## src/rtl/input_event_scheduler.sv

```systemverilog
// rtl/input_event_scheduler.sv - button press scheduler: pending register, lowest-index arbiter, FWFT command FIFO
//
// Ports:
//   clk              in   sole clock, rising edge
//   reset            in   asynchronous active-low reset
//   btn_pulse[11:0]  in   one-cycle press pulses, bit i = button i
//   enable           in   1 = accept new presses
//   flush            in   synchronous clear of pending presses and FIFO
//   cmd_valid        out  FIFO head holds a command
//   cmd_code[3:0]    out  button index at FIFO head, 0 when empty
//   cmd_ready        in   consumer accepts head
//   block_controller out  registered back-pressure to the debouncers
//   fifo_level       out  FIFO occupancy 0..DEPTH
//   drop_count[7:0]  out  saturating count of dropped presses (EVT_DROP_COUNT_EN only)
//
// Optional feature macro: EVT_DROP_COUNT_EN
module input_event_scheduler #(
    parameter int DEPTH = 4
) (
    input  logic                     clk,
    input  logic                     reset,
    input  logic [11:0]              btn_pulse,
    input  logic                     enable,
    input  logic                     flush,
    output logic                     cmd_valid,
    output logic [3:0]               cmd_code,
    input  logic                     cmd_ready,
    output logic                     block_controller,
    output logic [$clog2(DEPTH):0]   fifo_level
`ifdef EVT_DROP_COUNT_EN
    ,
    output logic [7:0]               drop_count
`endif
);

    localparam int AW = $clog2(DEPTH);
    localparam int LW = AW + 1;
    localparam logic [LW-1:0] DEPTH_L   = LW'(DEPTH);
    localparam logic [LW-1:0] NEAR_FULL = LW'(DEPTH - 1);

    logic [11:0]   pending_q, pending_d;
    logic [11:0]   grant;
    logic [11:0]   accepted;
    logic [3:0]    grant_idx;
    logic [3:0]    mem_q [DEPTH];
    logic [3:0]    mem_d [DEPTH];
    logic [AW-1:0] wr_ptr_q, wr_ptr_d;
    logic [AW-1:0] rd_ptr_q, rd_ptr_d;
    logic [LW-1:0] level_q, level_d;
    logic          block_q, block_d;
    logic          push, pop, push_ok;

    always_comb begin
        pop      = (level_q != '0) && cmd_ready;
        // A full FIFO can still take a push when the head leaves in the same cycle.
        push_ok  = (level_q != DEPTH_L) || pop;
        accepted = btn_pulse & {12{enable}};

        // Descending scan so the lowest set index is the last one written.
        grant_idx = 4'd0;
        for (int i = 11; i >= 0; i--) begin
            if (pending_q[i]) begin
                grant_idx = 4'(i);
            end
        end
        push  = push_ok && (pending_q != '0);
        grant = push ? (12'b1 << grant_idx) : 12'b0;

        // A fresh pulse on the granted bit re-arms it; on any other pending bit it merges away.
        pending_d = (pending_q & ~grant) | accepted;

        mem_d = mem_q;
        if (push) begin
            mem_d[wr_ptr_q] = grant_idx;
        end
        wr_ptr_d = push ? wr_ptr_q + 1'b1 : wr_ptr_q;
        rd_ptr_d = pop  ? rd_ptr_q + 1'b1 : rd_ptr_q;

        case ({push, pop})
            2'b10:   level_d = level_q + 1'b1;
            2'b01:   level_d = level_q - 1'b1;
            default: level_d = level_q;
        endcase

        if (flush) begin
            pending_d = '0;
            wr_ptr_d  = '0;
            rd_ptr_d  = '0;
            level_d   = '0;
        end

        block_d = (level_d >= NEAR_FULL) || !enable;
    end

    always_ff @(posedge clk or negedge reset) begin
        if (!reset) begin
            pending_q <= '0;
            wr_ptr_q  <= '0;
            rd_ptr_q  <= '0;
            level_q   <= '0;
            block_q   <= 1'b0;
        end else begin
            pending_q <= pending_d;
            wr_ptr_q  <= wr_ptr_d;
            rd_ptr_q  <= rd_ptr_d;
            level_q   <= level_d;
            block_q   <= block_d;
        end
    end

    // Storage needs no reset: an entry is only visible once level covers it.
    always_ff @(posedge clk) begin
        mem_q <= mem_d;
    end

    assign cmd_valid        = (level_q != '0);
    assign cmd_code         = cmd_valid ? mem_q[rd_ptr_q] : 4'd0;
    assign block_controller = block_q;
    assign fifo_level       = level_q;

`ifdef EVT_DROP_COUNT_EN
    logic [7:0]  drop_q, drop_d;
    logic [11:0] drop_bits;
    logic [3:0]  drop_n;
    logic [8:0]  drop_sum;

    always_comb begin
        // Presses that land on a bit still waiting (and not leaving this cycle) are lost.
        drop_bits = accepted & pending_q & ~grant;
        drop_n    = 4'd0;
        for (int i = 0; i < 12; i++) begin
            drop_n = drop_n + {3'b0, drop_bits[i]};
        end
        drop_sum = {1'b0, drop_q} + {5'b0, drop_n};
        drop_d   = drop_sum[8] ? 8'hFF : drop_sum[7:0];
        if (flush) begin
            drop_d = 8'd0;
        end
    end

    always_ff @(posedge clk or negedge reset) begin
        if (!reset) begin
            drop_q <= 8'd0;
        end else begin
            drop_q <= drop_d;
        end
    end

    assign drop_count = drop_q;
`endif

endmodule

```

## config.mk

```make
export PLATFORM = sky130hd
export DESIGN_NAME = input_event_scheduler
export DESIGN_NICKNAME = d
export VERILOG_FILES = /design/src/rtl/input_event_scheduler.sv
export SDC_FILE = /design/constraint.sdc
export NUM_CORES = 1
export LEC_CHECK = 0
export BUFFER_PORTS_ARGS = -buffer_cell sky130_fd_sc_hd__buf_2
export CELL_PAD_IN_SITES_DETAIL_PLACEMENT = 1
export CELL_PAD_IN_SITES_GLOBAL_PLACEMENT = 1
export CORE_ASPECT_RATIO = 0.6
export CORE_MARGIN = 3
export CORE_UTILIZATION = 45
export DETAILED_ROUTE_END_ITERATION = 6
export HOLD_SLACK_MARGIN = 0.1
export MAX_ROUTING_LAYER = met4
export PLACE_DENSITY_LB_ADDON = 0.12
export SETUP_SLACK_MARGIN = 0.15
export SYNTH_ARGS = -nofsm -noshare
export SYNTH_HDL_FRONTEND = slang
export SYNTH_SLANG_ARGS = --single-unit
```

## constraint.sdc

```tcl
create_clock -name clk -period 3.7 [get_ports clk]
set_input_delay 0.74 -clock clk [delete_from_list [all_inputs] [get_ports clk]]
set_output_delay 0.74 -clock clk [all_outputs]
set_load 0.05 [all_outputs]
```

==> metrics <==
Fin Hold WS=0.395 ns; Die H=54.5 µm; post-synth top area share=28.3%; Worst EP arrival=around 3 ns; Final Wtd Congestion=slightly above 0.8; Total GRT Usage=21.5%; slowest CP cell=or4_4; Mapped Cells=149; CTS clk-pin slew, worst paths=0.08 ns; Nets=between 200 and 250; crit share post-route=78.5%; initial antenna violation count=0; Worst Path Required=3.86 ns; first-pass GRT wire length=7110 µm; largest cells by area after synthesis=dfrtp_1 28%, edfxtp_1 27%, mux4_2 5.1%; CTS Root Cell=clkbuf_8; 1st-pass router iterations=4; diode count=0; Ys Warns=0; Total Power=between 1.5 and 2 mW; Core Area=3500 µm²; DRC viols=0; final setup vio count=0; die width=86.9 µm; Net Count, Synth=172; I/O Pins=26; Initial Util=between 50% and 60%; EDFF count, synth=16; setup bufs post-CTS=0; Syn Std Cell Area=1770 µm²; fin crit period=2.90 ns; HPWL Detailed=3170 µm; Via Count=roughly 1300; register bit count reported by yosys=36; Cell Chain, Critical Path=or4_4 > nor2_1 > a31oi_1 > buf_4 > inv_1 > ha_1 > fa_1 > mux2i_1 > nor3_1 > or3b_2; crit path max fanout=7; Max-Cap Viols=0; Synth area leader=dfrtp_1; Die ar.=4740 µm²; slowest stage delay, CP=0.57 ns; crit path kind=flip-flop to flip-flop; Leakage=0.883 nW; CTS buffer count=5; Max VDD drop=roughly 500 µV; PwrDens=750 nW/µm²; status=finished clean; Cell variety after synth=38; ys flop type=dfrtp_1; Hold Vio Cnt, Final=0; sum of negative setup slack=0 ns; # clock sinks=36; dpl ws=approximately 0.65 ns; Vias/cell=5.75; Syn-to-layout area delta=16.4%; Avg Synthesized Cell Area=11.9 µm²; port buffer count=25; Async SR Flop Fraction=55.6%; crit path capture type=flip-flop; post-route ant nets=0; row count=16; Final Util=58.7%; worst clock skew=0.0100 ns; fin worst setup slack=0.797 ns; max-slew violations=0; number of DRC markers in iteration 0=98; unrepaired setup endpoints after global routing=false; worst-skew pair later-pin latency=0.29 ns; WL final=4370 µm; routed length per instance=19.4 µm; H-tree level count=2; Worst Tran Pin Value=between 0.6 and 0.7 ns; # hold bufs at CTS=0; sequential share of the synthesized area=55.5%; clk buf depth=2; Filler Cells Inserted=387; share of layout cells above drive strength 1=26.1%; vias in the first global route=between 1000 and 1500; Hold Crit Class=input port to asynchronous set/reset pin; Overflow after GRT=0; Peak Freq=about 340 MHz; post_cts resized=0; largest net degree at the start of global routing=21; CTS tree=yes; most common cell in the netlist=dfrtp_1; worst relative slew slack=between 50% and 60%; Startpoint Class=flip-flop; Post-synth top cells=20 x dfrtp_1, 16 x edfxtp_1, 15 x nor2_1, 14 x a21oi_1, 10 x and2_1
-- cell type report --
class	instances	area, µm²	area share, %
Sequential cell	36	981	47.7
Tap cell	45	56.3	2.74
Timing Repair Buffer	27	140	6.82
Inverter	9	33.8	1.64
Clock inverter	2	35.0	1.70
Clock buffer	6	72.6	3.53
Multi-Input combinational cell	100	737	35.8
-- state kept, by name (all words and copies together) (netlist names) --
register	flops
wr_ptr_q	2
rd_ptr_q	2
block_controller	1
fifo_level	3
mem_q	16
pending_q	12
-- path summary, 6_finish.rpt --
| path | start | depth (start not counted) | slack (ns) | to |
|---|---|---|---|---|
| worst max-delay path | pending_q[4]$_DFF_PN0_ | 10 | 0.80 | block_controller$_DFF_PN0_ |
| worst min-delay path | reset | 1 | 0.39 | pending_q[9]$_DFF_PN0_ |
| worst max register to register | pending_q[4]$_DFF_PN0_ | 10 | 0.80 | block_controller$_DFF_PN0_ |
| worst min register to register | pending_q[11]$_DFF_PN0_ | 2 | 0.60 | pending_q[11]$_DFF_PN0_ |
| max in group asynchronous | reset | 1 | 2.96 | wr_ptr_q[1]$_DFFE_PN0P_ |
| min in group clk | pending_q[11]$_DFF_PN0_ | 2 | 0.60 | pending_q[11]$_DFF_PN0_ |
-- worst max-delay path: cells and delay by family (launching register included) --
kind / cells / cell delay [ns]
adder cells (fa/ha/maj): 2 / 0.61
buffers and inverters: 2 / 0.22
AND/OR/NAND/NOR: 4 / 1.20
flip-flops: 1 / 0.45
AO/OA/AOI/OAI: 1 / 0.09
multiplexers: 1 / 0.19
-- logic make-up (layout without fill, tap and decap cells) --
family	Yosys count	after routing	share of synthesized area, %
flops	36	36	55.5
xor+xnor	5	5	2.48
mux	6	6	6.23
compound gates	33	33	12.7
buf+inv	13	44	2.76
fa+ha+maj	6	6	4.67
simple gates	50	50	15.6
-- through the flow --
| step | area (µm²) | std cells |
|---|---|---|
| 4_1_cts | 2060 | 225 |
| 3_3_place_gp | 1950 | 217 |
| 5_1_grt | 2060 | 225 |
| 6_report | 2060 | 225 |
| 2_1_floorplan | 1770 | 149 |
| 3_5_place_dp | 1950 | 217 |
-- layer usage --
metal / track usage [%] / wire length, µm / share of wire, % / vias to the layer above
met5: - / 0 / 0 / -
met4: 8.03 / 62 / 1.4 / 0
met3: 5.11 / 295 / 6.7 / 6
met2: 32.6 / 1950 / 45 / 49
met1: 28.5 / 2070 / 47 / 640
li1: - / - / - / 599
-- cell usage in the layout (no fill, tap or decap), types with 2 or more instances in the layout --
master / netlist / final
nand2_1: 9 / 9
a211oi_1: 2 / 2
xnor2_1: 3 / 3
and2_1: 10 / 10
o31ai_1: 2 / 2
a311oi_1: 3 / 3
a32o_1: 2 / 2
a21oi_1: 14 / 14
clkbuf_8: 0 / 5
ha_1: 5 / 5
or4_4: 2 / 2
nor3_1: 2 / 2
buf_2: 0 / 25
edfxtp_1: 16 / 16
dfrtp_1: 20 / 20
mux4_2: 4 / 4
o21ai_0: 3 / 3
nand3b_1: 2 / 2
xor2_1: 2 / 2
or3_1: 3 / 3
nor2_1: 15 / 15
buf_4: 0 / 2
mux2i_1: 2 / 2
inv_1: 8 / 8
-- where the power goes --
part	leakage (nW)	internal [mW]	switching (mW)	total, mW
registers	0.415	0.514	0.0728	0.586
clock network	0.0552	0.200	0.139	0.339
logic	0.412	0.201	0.416	0.617
No activity file was read; power rests on OpenSTA's default activity.
